File: src/rtl/alu_seq_ctrl_pkg.sv
// ============================================================================
// Module  : alu_seq_ctrl_pkg
// Purpose : Shared constants for the chunk-serial ALU controller: command
//           codes, ALU op codes, FSM state encoding and status-byte bit
//           positions.
// Ports   : none (package)
// Rev     : 1.0  initial release
// ============================================================================
`default_nettype none

package alu_seq_ctrl_pkg;

  // Command codes carried in ctrl_in[7:5]
  localparam logic [2:0] CMD_NOP       = 3'd0;
  localparam logic [2:0] CMD_WR_A      = 3'd1;
  localparam logic [2:0] CMD_WR_B      = 3'd2;
  localparam logic [2:0] CMD_SET_OP    = 3'd3;
  localparam logic [2:0] CMD_EXEC      = 3'd4;
  localparam logic [2:0] CMD_RD_RES    = 3'd5;
  localparam logic [2:0] CMD_ACC_EXEC  = 3'd6;
  localparam logic [2:0] CMD_RD_STATUS = 3'd7;

  // ALU op codes; 8..15 are reserved and produce a zero result
  localparam logic [3:0] OP_ADD  = 4'd0;
  localparam logic [3:0] OP_SUB  = 4'd1;
  localparam logic [3:0] OP_AND  = 4'd2;
  localparam logic [3:0] OP_OR   = 4'd3;
  localparam logic [3:0] OP_XOR  = 4'd4;
  localparam logic [3:0] OP_NOT  = 4'd5;
  localparam logic [3:0] OP_PASS = 4'd6;
  localparam logic [3:0] OP_SHL  = 4'd7;

  typedef enum logic [1:0] {
    ST_IDLE = 2'd0,
    ST_EXEC = 2'd1,
    ST_DONE = 2'd2
  } state_t;

  // Bit positions inside the status byte (and the low four in the flag reg)
  localparam int STAT_C   = 0;
  localparam int STAT_Z   = 1;
  localparam int STAT_N   = 2;
  localparam int STAT_V   = 3;
  localparam int STAT_ERR = 7;

endpackage

`default_nettype wire

File: src/rtl/alu_seq_ctrl_slice.sv
// ============================================================================
// Module  : alu_seq_ctrl_slice
// Purpose : Combinational W-bit ALU slice, reused once per chunk while the
//           controller walks an operand LSB chunk first.
// Ports   : i_a, i_b  slice operands
//           i_op      ALU op code
//           i_cin     carry-in (ADD/SHL) or borrow-in (SUB)
//           o_y       slice result
//           o_cout    carry-out (ADD/SHL) or borrow-out (SUB), else 0
//           o_vout    signed overflow at the slice MSB (ADD/SUB only)
// Rev     : 1.0  initial release
// ============================================================================
`default_nettype none

module alu_seq_ctrl_slice
  import alu_seq_ctrl_pkg::*;
#(
  parameter int W = 8
) (
  input  logic [W-1:0] i_a,
  input  logic [W-1:0] i_b,
  input  logic [3:0]   i_op,
  input  logic         i_cin,
  output logic [W-1:0] o_y,
  output logic         o_cout,
  output logic         o_vout
);

  logic [W:0] w_sum;
  logic [W:0] w_dif;
  logic [W:0] w_shl;

  // Subtraction as a + ~b + ~borrow_in; the borrow-out is the inverted carry.
  assign w_sum = {1'b0, i_a} + {1'b0, i_b}  + {{W{1'b0}}, i_cin};
  assign w_dif = {1'b0, i_a} + {1'b0, ~i_b} + {{W{1'b0}}, ~i_cin};
  // Shift left: the carry-in fills the LSB and the MSB leaves as carry-out.
  assign w_shl = {i_a, i_cin};

  always_comb begin
    o_y    = '0;
    o_cout = 1'b0;
    o_vout = 1'b0;
    case (i_op)
      OP_ADD: begin
        o_y    = w_sum[W-1:0];
        o_cout = w_sum[W];
        o_vout = (i_a[W-1] == i_b[W-1]) && (w_sum[W-1] != i_a[W-1]);
      end
      OP_SUB: begin
        o_y    = w_dif[W-1:0];
        o_cout = ~w_dif[W];
        o_vout = (i_a[W-1] != i_b[W-1]) && (w_dif[W-1] != i_a[W-1]);
      end
      OP_AND:  o_y = i_a & i_b;
      OP_OR:   o_y = i_a | i_b;
      OP_XOR:  o_y = i_a ^ i_b;
      OP_NOT:  o_y = ~i_a;
      OP_PASS: o_y = i_b;
      OP_SHL: begin
        o_y    = w_shl[W-1:0];
        o_cout = w_shl[W];
      end
      default: ;
    endcase
  end

endmodule

`default_nettype wire

File: src/rtl/alu_seq_ctrl.sv
// ============================================================================
// Module  : alu_seq_ctrl
// Purpose : Multi-cycle ALU controller on a narrow command bus. Operands are
//           loaded a chunk at a time, executed chunk-serially (LSB first,
//           carry chained through a register) and read back chunk by chunk.
// Ports   : clk      clock, rising edge
//           rst_n    synchronous active-low reset
//           bus_in   operand chunk for WR_A / WR_B
//           ctrl_in  [7:5] command, [4:0] argument
//           strobe   command valid
//           bus_out  registered read data (result chunk or status byte)
//           busy     high while the FSM is not IDLE
//           done     one-cycle pulse in the DONE state
// Config  : ALU_CTRL_ACC_EN  when defined, command 110 runs EXEC and also
//                            writes the result back into A; otherwise it is
//                            a NOP.
// Rev     : 1.0  initial release
// ============================================================================
`default_nettype none

module alu_seq_ctrl
  import alu_seq_ctrl_pkg::*;
#(
  parameter int DATA_WIDTH = 32,
  parameter int BUS_WIDTH  = 8
) (
  input  logic                 clk,
  input  logic                 rst_n,
  input  logic [BUS_WIDTH-1:0] bus_in,
  input  logic [7:0]           ctrl_in,
  input  logic                 strobe,
  output logic [BUS_WIDTH-1:0] bus_out,
  output logic                 busy,
  output logic                 done
);

  localparam int NCHUNK = DATA_WIDTH / BUS_WIDTH;
  localparam int PW     = (NCHUNK > 1) ? $clog2(NCHUNK) : 1;
  localparam logic [PW-1:0] LAST = PW'(NCHUNK - 1);

  state_t r_state;
  state_t w_state_nxt;

  logic [DATA_WIDTH-1:0] r_a;
  logic [DATA_WIDTH-1:0] r_b;
  logic [DATA_WIDTH-1:0] r_res;
  logic [DATA_WIDTH-1:0] r_wres;    // result being assembled during EXEC
  logic [3:0]            r_flags;   // indexed by STAT_C/Z/N/V
  logic [3:0]            r_op;
  logic                  r_cin;
  logic [PW-1:0]         r_rd_ptr;
  logic [PW-1:0]         r_cnt;
  logic                  r_carry;
  logic                  r_zacc;
  logic                  r_acc;
  logic                  r_err;
  logic [BUS_WIDTH-1:0]  r_bus_out;

  logic [2:0]            w_cmd;
  logic [4:0]            w_arg;
  logic                  w_busy;
  logic                  w_accept;
  logic                  w_acc_start;
  logic                  w_start;
  logic                  w_last;
  logic [BUS_WIDTH-1:0]  w_y;
  logic                  w_cout;
  logic                  w_vout;
  logic [DATA_WIDTH+BUS_WIDTH-1:0] w_a_ins;
  logic [DATA_WIDTH+BUS_WIDTH-1:0] w_b_ins;
  logic [DATA_WIDTH+BUS_WIDTH-1:0] w_res_ins;
  logic [7:0]            w_stat8;
  logic [BUS_WIDTH-1:0]  w_status;

  assign w_cmd    = ctrl_in[7:5];
  assign w_arg    = ctrl_in[4:0];
  assign w_busy   = (r_state != ST_IDLE);
  assign w_accept = strobe && !w_busy;
  assign w_last   = (r_cnt == LAST);

`ifdef ALU_CTRL_ACC_EN
  assign w_acc_start = w_accept && (w_cmd == CMD_ACC_EXEC);
`else
  assign w_acc_start = 1'b0;
`endif

  assign w_start = (w_accept && (w_cmd == CMD_EXEC)) || w_acc_start;

  // Chunk shift-ins: the new chunk enters at the top, so after NCHUNK
  // insertions the first one sits in the LSB position. Written as a wide
  // concatenation so it stays legal when NCHUNK == 1.
  assign w_a_ins   = {bus_in, r_a};
  assign w_b_ins   = {bus_in, r_b};
  assign w_res_ins = {w_y, r_wres};

  alu_seq_ctrl_slice #(
    .W (BUS_WIDTH)
  ) u_slice (
    .i_a    (r_a[r_cnt*BUS_WIDTH +: BUS_WIDTH]),
    .i_b    (r_b[r_cnt*BUS_WIDTH +: BUS_WIDTH]),
    .i_op   (r_op),
    .i_cin  (r_carry),
    .o_y    (w_y),
    .o_cout (w_cout),
    .o_vout (w_vout)
  );

  always_comb begin
    w_stat8           = '0;
    w_stat8[STAT_C]   = r_flags[STAT_C];
    w_stat8[STAT_Z]   = r_flags[STAT_Z];
    w_stat8[STAT_N]   = r_flags[STAT_N];
    w_stat8[STAT_V]   = r_flags[STAT_V];
    w_stat8[STAT_ERR] = r_err;
    w_status          = '0;
    for (int i = 0; i < BUS_WIDTH && i < 8; i++) begin
      w_status[i] = w_stat8[i];
    end
  end

  // FSM state register
  always_ff @(posedge clk) begin
    if (!rst_n) r_state <= ST_IDLE;
    else        r_state <= w_state_nxt;
  end

  // FSM next state
  always_comb begin
    w_state_nxt = r_state;
    case (r_state)
      ST_IDLE: if (w_start) w_state_nxt = ST_EXEC;
      ST_EXEC: if (w_last)  w_state_nxt = ST_DONE;
      ST_DONE: w_state_nxt = ST_IDLE;
      default: w_state_nxt = ST_IDLE;
    endcase
  end

  // Datapath
  always_ff @(posedge clk) begin
    if (!rst_n) begin
      r_a       <= '0;
      r_b       <= '0;
      r_res     <= '0;
      r_wres    <= '0;
      r_flags   <= '0;
      r_op      <= '0;
      r_cin     <= 1'b0;
      r_rd_ptr  <= '0;
      r_cnt     <= '0;
      r_carry   <= 1'b0;
      r_zacc    <= 1'b0;
      r_acc     <= 1'b0;
      r_err     <= 1'b0;
      r_bus_out <= '0;
    end else begin
      if (strobe && w_busy) r_err <= 1'b1;

      if (w_accept) begin
        case (w_cmd)
          CMD_WR_A:   r_a <= w_a_ins[DATA_WIDTH+BUS_WIDTH-1:BUS_WIDTH];
          CMD_WR_B:   r_b <= w_b_ins[DATA_WIDTH+BUS_WIDTH-1:BUS_WIDTH];
          CMD_SET_OP: begin
            r_op  <= w_arg[3:0];
            r_cin <= w_arg[4];
          end
          CMD_RD_RES: begin
            r_bus_out <= r_res[r_rd_ptr*BUS_WIDTH +: BUS_WIDTH];
            r_rd_ptr  <= (r_rd_ptr == LAST) ? '0 : r_rd_ptr + 1'b1;
          end
          CMD_RD_STATUS: begin
            r_bus_out <= w_status;
            r_err     <= 1'b0;
          end
          default: ;
        endcase
      end

      // Chunk 0 always starts from cin, so nothing carries over between runs.
      if (w_start) begin
        r_rd_ptr <= '0;
        r_cnt    <= '0;
        r_carry  <= r_cin;
        r_zacc   <= 1'b1;
        r_acc    <= w_acc_start;
      end

      if (r_state == ST_EXEC) begin
        r_wres  <= w_res_ins[DATA_WIDTH+BUS_WIDTH-1:BUS_WIDTH];
        r_carry <= w_cout;
        r_zacc  <= r_zacc & ~|w_y;
        r_cnt   <= r_cnt + 1'b1;
        // Commit only on the final chunk so an aborted run leaves no trace.
        if (w_last) begin
          r_res            <= w_res_ins[DATA_WIDTH+BUS_WIDTH-1:BUS_WIDTH];
          r_flags[STAT_C]  <= w_cout;
          r_flags[STAT_Z]  <= r_zacc & ~|w_y;
          r_flags[STAT_N]  <= w_y[BUS_WIDTH-1];
          r_flags[STAT_V]  <= w_vout;
          if (r_acc) r_a   <= w_res_ins[DATA_WIDTH+BUS_WIDTH-1:BUS_WIDTH];
        end
      end
    end
  end

  assign bus_out = r_bus_out;
  assign busy    = w_busy;
  assign done    = (r_state == ST_DONE);

endmodule

`default_nettype wire
File: config.mk
export PLATFORM = sky130hd
export DESIGN_NAME = alu_seq_ctrl
export DESIGN_NICKNAME = d
export VERILOG_FILES = /design/src/rtl/alu_seq_ctrl_pkg.sv /design/src/rtl/alu_seq_ctrl_slice.sv /design/src/rtl/alu_seq_ctrl.sv
export SDC_FILE = /design/constraint.sdc
export NUM_CORES = 1
export LEC_CHECK = 0
export ABC_AREA = 0
export ABC_CLOCK_PERIOD_IN_PS = 3800
export CORE_UTILIZATION = 55
export DETAILED_ROUTE_END_ITERATION = 12
export GPL_ROUTABILITY_DRIVEN = 0
export PLACE_DENSITY_LB_ADDON = 0.3
export REMOVE_ABC_BUFFERS = 1
export SETUP_SLACK_MARGIN = 0.2
export SYNTH_ARGS = -nofsm -noshare
export SYNTH_HDL_FRONTEND = slang
export SYNTH_SLANG_ARGS = --single-unit
File: constraint.sdc
create_clock -name clk -period 3.8 [get_ports clk]
set_input_delay 0.57 -clock clk [delete_from_list [all_inputs] [get_ports clk]]
set_output_delay 0.57 -clock clk [all_outputs]
set_load 0.02 [all_outputs]
==> results.md, run 1 <==
* Outcome: complete, no violations
* Max_slew headroom at 30.0%
* HP Start: r_wres[14]
* Top delay family on crit path: adder cells
* Fin crit period at 3.41 ns
* Type of the worst min-delay path: flop to flop
* DRT iter0 DRCs at 579
* Combinational share of power at 5.1%
* Clk slew on worst S/H paths at 0.06 ns
* Clock tree sinks at 145
* Setup Skew at 0.00900 ns
* Fillers at 1078
* Core Util, Final at 64.8%
* # setup viols final at 0
* DP Wirelength at 10600 um
* Htree depth at 4
* Pin count of the biggest net entering global routing at 59
* Post-synthesis sequential area ratio at 39.4%
* Initial core utilization at 57.4%
* CTS buffer count at 17
* PD cells at 416 nW/um^2
* Achievable Freq at 293 MHz
* Int Pwr at 2.71 mW
* Dpl ws at 0.167 ns
* Critical Path AT at 3.77 ns
* PortBufs at 28
* TritonCTS clock tree: done
* Synth Flop Type: dfxtp_1
* Setup CP Type: flop to flop
* Crit-path slowest cell: mux4_2
* Vias in the first global route at 5872
* Count of cell types in the netlist at 62
* Top-level I/O count at 29
* VDD IR max at 0.000303 V
* Placed Cells at 1035
* Final wirelength at 16900 um
* LEAKAGE at 2.91 nW
* Worst Setup SP: r_cnt[0]
* CTS root buffer: clkbuf_16
* Clk buf depth at 2
* GRT Residual Overflow at 0
* Die Area at 13800 um^2
* Final period util at 89.8%
* Ys Warns at 0
* Net count, final at 935
* Ys async rst share at 0%
* GRT Total Usage at 25.1%
* Share of layout cells above drive strength 1 at 9.05%
* Max Cap Violations at 0
* Switching part of the total at 21.8%
* Crit-path most repeated cell: fa_1
* Setup ws final at 0.388 ns
* Cell Area, Synth at 7360 um^2
* Antenna diodes at 0
* Critical-path cell list: mux4_2, fa_1, inv_1, fa_1, nand3b_1, a211oi_1, nor4_2, buf_4, and3_1, and4_1, a41o_1
* Row count at 41
* Worst Path Required at 4.16 ns
* Final TNS setup at 0 ns
* Drt first pass iters at 5
* Routed len/inst at 15.8 um
* Startpoint types: flop
* EDFF count, synth at 0
* Final Max Slew Viols at 0
* Die height at 118 um
* Remaining routing DRC violations at 0
* Slew at the pin with the worst max-slew slack at 1.05 ns
* Sequential share of power at 45.0%
* Largest stage delay on the critical path at 0.63 ns
* Buf/Inv on CP at 2
* Final cell count without fillers at 1067
* Final hold viol count at 0
* Clk pwr share at 50.0%
* First-pass GRT wire length at 28200 um
* Clock Latency Late Sink at 0.42 ns
* Die X-Extent at 118 um
* Layout area overhead at 13.0%
* Vias at 6128
* FF+latch count, synth at 145
* Initial antenna violation count at 0
* Routed Antenna Nets at 0
* Drt via density at 5.74
* P_sw at 0.753 mW
* CP Max Fanout at 5
* Syn_area_per_cell at 8.27 um^2
* Mapped Cells at 890
* RSZ-0062 raised after global routing: no
* Reg2reg start: r_cnt[0]
* Area of the core at 12800 um^2
* Worst Setup End Kind: flop
==> routing by layer <==
metal  global-route usage [%]  wire length, um  vias up
met2                     39.9             8130      154
met1                     33.2             7640     2894
met4                     9.38              216        0
met5                        0                0        -
met3                     5.86              883       21
li1                         -                -     3059
==> flip-flops by register name, summed over array words and instances (netlist names), 2 cells and up <==
register / count
r_cnt: 2
r_op: 4
r_b: 32
r_res: 31
r_state: 2
r_flags: 4
r_a: 32
r_wres: 24
bus_out: 8
r_rd_ptr: 2
==> power groups by stage <==
stage / clock, mW / sequential, mW / combinational [mW]
floorplan: 0 / 1.59 / 0.0964
global placement: 0 / 1.59 / 0.171
detailed placement: 0 / 1.59 / 0.172
CTS: 1.75 / 1.55 / 0.174
global route: 1.81 / 1.56 / 0.193
finish: 1.73 / 1.55 / 0.175
==> Yosys cell counts, types with 4 or more instances <==
cell type    n  area (um^2)
a211oi_1    24          180
nand3b_1     4         30.0
nand2_1    233          875
mux4_1       5          131
clkbuf_1    48          180
inv_1       25         93.8
nand4_1      4         25.0
or2_2        4         25.0
nor3_1      15         75.1
or3_1        5         31.3
nand3_1      8         40.0
buf_6        6         67.6
o21ai_0     10         50.1
ha_1        28          350
fa_1         4         80.1
a31oi_1      5         31.3
a22oi_1      8         60.1
mux4_2      15          338
nor2_1      55          206
xnor2_1      4         35.0
nor2b_1      9         56.3
dfxtp_1    145         2900
buf_2       10         50.1
a21oi_1    124          621
mux2i_1     25          250
nand2b_1     5         31.3
o221ai_1     4         35.0
==> kinds of logic after synthesis <==
| kind of cell | Yosys count | share of synthesized area, % |
|---|---|---|
| multiplexers | 50 | 10.6 |
| flip-flops | 145 | 39.4 |
| adder cells (fa/ha/maj) | 32 | 5.85 |
| AND/OR/NAND/NOR | 354 | 20.3 |
| buffers and inverters | 94 | 5.71 |
| AO/OA/AOI/OAI | 211 | 17.6 |
| XOR/XNOR | 4 | 0.476 |
==> stage by stage <==
step	power, mW	hold slack, ns	area [um^2]
floorplan	1.69	0.432	7040
global placement	1.76	0.438	7660
detailed placement	1.76	0.442	7660
CTS	3.48	0.454	8280
global route	3.56	0.471	8310
finish	3.46	0.453	8310
==> repair_timing <==
item,in CTS,in global routing
pin swaps,0,0
gates cloned,0,0
hold buffers,0,0
gates resized for setup,1,6
setup buffers,0,2
endpoints found under the setup margin,4,6
==> tightest hold or removal path, delay by kind of cell (launching register included) <==
family | cells | cell delay [ns]
compound gates | 1 | 0.05
flops | 1 | 0.31
simple gates | 1 | 0.05
==> area by class of cell <==
class	instances	area [um^2]	area share, %
Multi-Input combinational cell	651	4070	48.9
Tap cell	172	215	2.59
Clock buffer	23	488	5.87
Sequential cell	145	2900	34.9
Clock inverter	7	124	1.49
Timing Repair Buffer	42	414	4.98
Inverter	27	104	1.25
==> path summary, 6_finish.rpt <==
kind | end | slack [ns] | cells after the start
worst max-delay path | r_zacc | 0.39 | 11
worst min register to register | r_wres[14] | 0.45 | 2
worst max register to register | r_zacc | 0.39 | 11
worst min-delay path | r_wres[14] | 0.45 | 2
==> cell usage in the layout, fill, tap and decap left out, types with 11 or more instances in the layout <==
| cell | n |
|---|---|
| inv_1 | 25 |
| clkbuf_16 | 17 |
| buf_4 | 11 |
| clkdlybuf4s50_1 | 28 |
| mux2i_1 | 24 |
| a211oi_1 | 24 |
| ha_1 | 28 |
| nand2_1 | 233 |
| dfxtp_1 | 144 |
| nor3_1 | 15 |
| nor2_1 | 53 |
| a21oi_1 | 124 |
| mux4_2 | 15 |
Note: power is estimated with default switching activity, not from simulation.
==> inputs of run 2 (changes only) <==
--- a/config.mk
+++ b/config.mk
@@ -11,7 +11,6 @@
 export DETAILED_ROUTE_END_ITERATION = 12
 export GPL_ROUTABILITY_DRIVEN = 0
 export PLACE_DENSITY_LB_ADDON = 0.3
-export REMOVE_ABC_BUFFERS = 1
 export SETUP_SLACK_MARGIN = 0.2
 export SYNTH_ARGS = -nofsm -noshare
 export SYNTH_HDL_FRONTEND = slang
==> run 2 against run 1 <==
  * Sequential cell count stayed put
  * Register-to-register slack gained 0.05 ns
  * Critical path type unchanged
  * Via count rose by 1.0%
  * Highest routed layer unchanged
  * Die area unchanged
==> results.md, run 2 (same netlist as run 1, synthesis figures left out) <==
* Final period util at 88.6%
* RSZ-0062 raised after global routing: no
* GRT Total Usage at 25.5%
* VDD IR max at 0.000384 V
* Critical Path AT at 3.74 ns
* Placed Cells at 1038
* Top-level I/O count at 29
* Final TNS setup at 0 ns
* Outcome: complete, no violations
* Achievable Freq at 297 MHz
* Net count, final at 936
* Routed Antenna Nets at 0
* Final cell count without fillers at 1070
* Setup CP Type: flop to flop
* Startpoint types: flop
* Die height at 118 um
* DRT iter0 DRCs at 572
* CP Max Fanout at 6
* TritonCTS clock tree: done
* Largest stage delay on the critical path at 0.42 ns
* Clk slew on worst S/H paths at 0.06 ns
* Final wirelength at 16700 um
* Max_slew headroom at 29.5%
* Clock Latency Late Sink at 0.43 ns
* Vias in the first global route at 5717
* Fin crit period at 3.37 ns
* Routed len/inst at 15.6 um
* Clk buf depth at 2
* Die X-Extent at 118 um
* Initial antenna violation count at 0
* Worst Setup End Kind: flop
* Die Area at 13800 um^2
* Worst Path Required at 4.18 ns
* Final hold viol count at 0
* Core Util, Final at 65.1%
* Drt via density at 5.79
* LEAKAGE at 2.92 nW
* Area of the core at 12800 um^2
* Layout area overhead at 13.5%
* Syn nets at 941
* # setup viols final at 0
* Post-CTS setup buffers at 0
* Commonest cells after routing, fill and taps aside: 233 x nand2_1, 143 x dfxtp_1, 124 x a21oi_1
* DP Wirelength at 11100 um
* Slew at the pin with the worst max-slew slack at 1.06 ns
* Remaining routing DRC violations at 0
* Biggest regs: r_a x32, r_b x32, r_res x31
* Htree depth at 4
* Pin count of the biggest net entering global routing at 71
* Most common cell after layout, fill and taps aside: nand2_1
* PortBufs at 28
* Fillers at 1081
* Min Hold Slack at 0.452 ns
* Critical-path cell list: mux2i_1, nand2_1, o21ai_0, buf_4, fa_1, inv_1, fa_1, nor2b_1, o31ai_1, o221ai_1, a211o_2, nor2b_1, and4_1, a41o_1
* First-pass GRT wire length at 28300 um
* Design area at 8350 um^2
* Drt first pass iters at 6
* Initial core utilization at 57.4%
* PD cells at 424 nW/um^2
* Crit-path slowest cell: dfxtp_2
* Setup Skew at 0.00783 ns
* Share of layout cells above drive strength 1 at 9.35%
* Placed Area at 7680 um^2
* CTS buffer count at 17
* Row count at 41
* GRT Residual Overflow at 0
* Vias at 6191
* CTS root buffer: clkbuf_16
* Antenna diodes at 0
* Final Max Slew Viols at 0
* Clock tree sinks at 145
* Type of the worst min-delay path: flop to flop
* Max Cap Violations at 0
## run 2: path summary, 6_finish.rpt
check / from / endpoint / slack [ns] / cells past startpoint
setup / recovery: r_cnt[1] / r_flags[1] / 0.43 / 14
hold / removal: r_wres[14] / r_res[6] / 0.45 / 2
setup reg to reg: r_cnt[1] / r_flags[1] / 0.43 / 14
hold reg to reg: r_wres[14] / r_res[6] / 0.45 / 2
## run 2: per-layer routing
layer	share of wire [%]	vias up	GRT usage, %	routed length, um
li1	-	3068	-	-
met1	47	2924	33.5	7800
met2	47	166	40.7	7760
met3	4.3	33	5.14	710
met4	2.4	0	10.7	396
met5	0	-	0	0
## run 2: layout make-up
type	count	area (um^2)	area share, %
clock inverters	13	210	2.52
repair buffers	43	422	5.05
clock buffers	19	433	5.18
inverters	27	104	1.24
flip-flops and latches	145	2910	34.8
well taps	172	215	2.58
multi-input cells	651	4060	48.6
## run 2: timing repair
| action | 4_1_cts | 5_1_grt |
|---|---|---|
| hold buffers | 0 | 0 |
| gates resized for setup | 0 | 5 |
| setup endpoints to repair | 0 | 8 |
## run 2: critical path, delay by kind of cell, from the launching register on
kind | cells | cell delay [ns]
muxes | 1 | 0.37
DFF | 1 | 0.42
buffers and inverters | 2 | 0.21
AOI/OAI and AO/OA | 5 | 1.17
and+or+nand+nor | 4 | 0.56
adders and majority gates | 2 | 0.58
## run 2: report_power, final
part           switching (mW)  internal, mW  total, mW
sequential             0.0182          1.54       1.55
clock                   0.647          1.17       1.81
combinational           0.107        0.0689      0.176
total                   0.773          2.77       3.54
## run 2: stage by stage
stage          setup slack (ns)  power [mW]
2_1_floorplan             0.381        1.70
3_3_place_gp              0.401        1.76
3_5_place_dp              0.296        1.76
4_1_cts                   0.292        3.55
5_1_grt                   0.231        3.65
6_report                  0.434        3.54
==> inputs of run 3 (changes only) <==
--- a/config.mk
+++ b/config.mk
@@ -7,7 +7,7 @@
 export LEC_CHECK = 0
 export ABC_AREA = 0
 export ABC_CLOCK_PERIOD_IN_PS = 3800
-export CORE_UTILIZATION = 55
+export CORE_UTILIZATION = 42
 export DETAILED_ROUTE_END_ITERATION = 12
 export GPL_ROUTABILITY_DRIVEN = 0
 export PLACE_DENSITY_LB_ADDON = 0.3
==> run 3 against run 2 <==
  * Maximum frequency is 0.70% higher
  * Clock skew is 0.0019 ns lower
  * Count of clock-buffer cells in the layout stayed put
  * Largest cell class unchanged
  * Combinational power hardly changed
  * Critical path depth is 2 lower
  * Worst setup slack better by 0.024 ns
  * Wire length is 3.6% higher
  * Sequential power hardly changed
  * Utilization is 16 points lower
==> results.md, run 3 (same netlist as run 1, synthesis figures left out) <==
* Htree depth at 4
* Critical Path AT at 3.70 ns
* Worst setup path endpoint: r_flags[1]
* Top-level I/O count at 29
* First-pass GRT wire length at 28800 um
* Worst Path Required at 4.16 ns
* Worst Setup End Kind: flop
* Post-CTS setup buffers at 0
* Biggest regs: r_a x32, r_b x32, r_res x31
* Fillers at 1679
* Pwr Total at 3.47 mW
* CP Max Fanout at 18
* Max Cap Violations at 0
* TritonCTS clock tree: done
* Slew at the pin with the worst max-slew slack at 1.03 ns
* Die Area at 18100 um^2
* Initial antenna violation count at 0
* Die X-Extent at 134 um
* PortBufs at 28
* Setup CP Type: flop to flop
* GRT Residual Overflow at 0
* Layout area overhead at 14.0%
* Reg2reg start: r_cnt[1]
* Drt first pass iters at 5
* DRT iter0 DRCs at 397
* Routed Antenna Nets at 0
* Initial core utilization at 42.8%
* Worst Setup SP: r_cnt[1]
* Share of layout cells above drive strength 1 at 9.25%
* CTS buffer count at 17
* Startpoint types: flop
* Outcome: complete, no violations
* VDD IR max at 0.000398 V
* # setup viols final at 0
* Clk slew on worst S/H paths at 0.06 ns
* Commonest cells after routing, fill and taps aside: 233 x nand2_1, 145 x dfxtp_1, 124 x a21oi_1
* Vias in the first global route at 5626
* Clk buf depth at 2
* Fin crit period at 3.34 ns
* Final TNS setup at 0 ns
* Max_slew headroom at 31.2%
* Reg2Reg Depth at 12
* Clock Latency Late Sink at 0.42 ns
* Final Max Slew Viols at 0
* Most common cell after layout, fill and taps aside: nand2_1
* DP Wirelength at 11500 um
* Area of the core at 17200 um^2
* Row count at 48
* Remaining routing DRC violations at 0
* Final wirelength at 17300 um
* CTS root buffer: clkbuf_16
* Final hold viol count at 0
* GRT Total Usage at 20.2%
* Pin count of the biggest net entering global routing at 70
* Routed len/inst at 15.4 um
* Final cell count without fillers at 1122
* LEAKAGE at 2.91 nW
* Antenna diodes at 0
* Die height at 134 um
* Drt via density at 5.44
* Net count, final at 936
* Placed Cells at 1091
* Syn nets at 941
* Achievable Freq at 299 MHz
* RSZ-0062 raised after global routing: no
* R2r endpoint: r_flags[1]
* R2R Setup Slk at 0.46 ns
* Vias at 6102
* PD cells at 414 nW/um^2
* Type of the worst min-delay path: flop to flop
* Final period util at 88.0%
* Clock tree sinks at 145
* Setup Skew at 0.00589 ns
-- run 3: changes by cell type in the layout (fill, tap and decap cells not counted), sizes merged --
cell / before / now
bufinv: 5 / 4
clkinv: 5 / 2
clkinvlp: 2 / 3
inv: 28 / 30
-- run 3: timing repair --
item | CTS | global route
resized for setup | 0 | 8
hold buffers | 0 | 0
setup endpoints to repair | 0 | 6
-- run 3: report_power, final --
group | switching (mW) | internal, mW | total (mW)
clock | 0.642 | 1.10 | 1.74
combinational | 0.109 | 0.0682 | 0.177
sequential | 0.0177 | 1.54 | 1.55
-- run 3: routing by layer --
metal	vias to the layer above	global-route usage [%]	wire [um]
met2	174	30.8	7660
li1	3065	-	-
met1	2841	27.8	8270
met4	0	7.18	313
met3	22	4.84	1020
met5	-	0	0
-- run 3: how the worst min path moves through the flow --
stage | from | to | slack (ns) | cells past startpoint
finish | r_res[15] | r_res[15] | 0.45 | 2
global route | r_wres[13] | r_res[5] | 0.47 | 2
CTS | r_res[22] | r_res[22] | 0.45 | 2
detailed placement | r_res[22] | r_res[22] | 0.44 | 2
global placement | r_wres[14] | r_res[6] | 0.44 | 2
floorplan | r_a[5] | r_a[5] | 0.43 | 2
-- run 3: worst max-delay path, stage by stage, from the launching register on --
cell,delay [ns]
dfxtp_1,0.42
buf_6,0.25
mux2i_1,0.36
mux2i_2,0.13
buf_4,0.18
fa_1,0.41
nor2b_1,0.16
o31ai_2,0.29
o221ai_1,0.17
a211o_2,0.39
nor2b_1,0.11
and4_1,0.21
a41o_1,0.18
-- run 3: through the flow --
stage / instance area, um^2 / worst slack, ns / utilization [%] / hold slack, ns
floorplan: 7360 / 0.381 / - / 0.432
global placement: 7740 / 0.386 / 45.0 / 0.438
detailed placement: 7740 / 0.337 / 45.0 / 0.443
CTS: 8350 / 0.284 / 48.6 / 0.452
global route: 8390 / 0.182 / 48.8 / 0.469
finish: 8390 / 0.457 / 48.8 / 0.451
-- run 3: cell type report --
type                            instances  area [um^2]  area share, %
Inverter                               27          104           1.24
Timing Repair Buffer                   43          413           4.92
Clock buffer                           19          433           5.16
Sequential cell                       145         2900           34.6
Clock inverter                         12          183           2.18
Tap cell                              225          282           3.36
Multi-Input combinational cell        651         4070           48.5
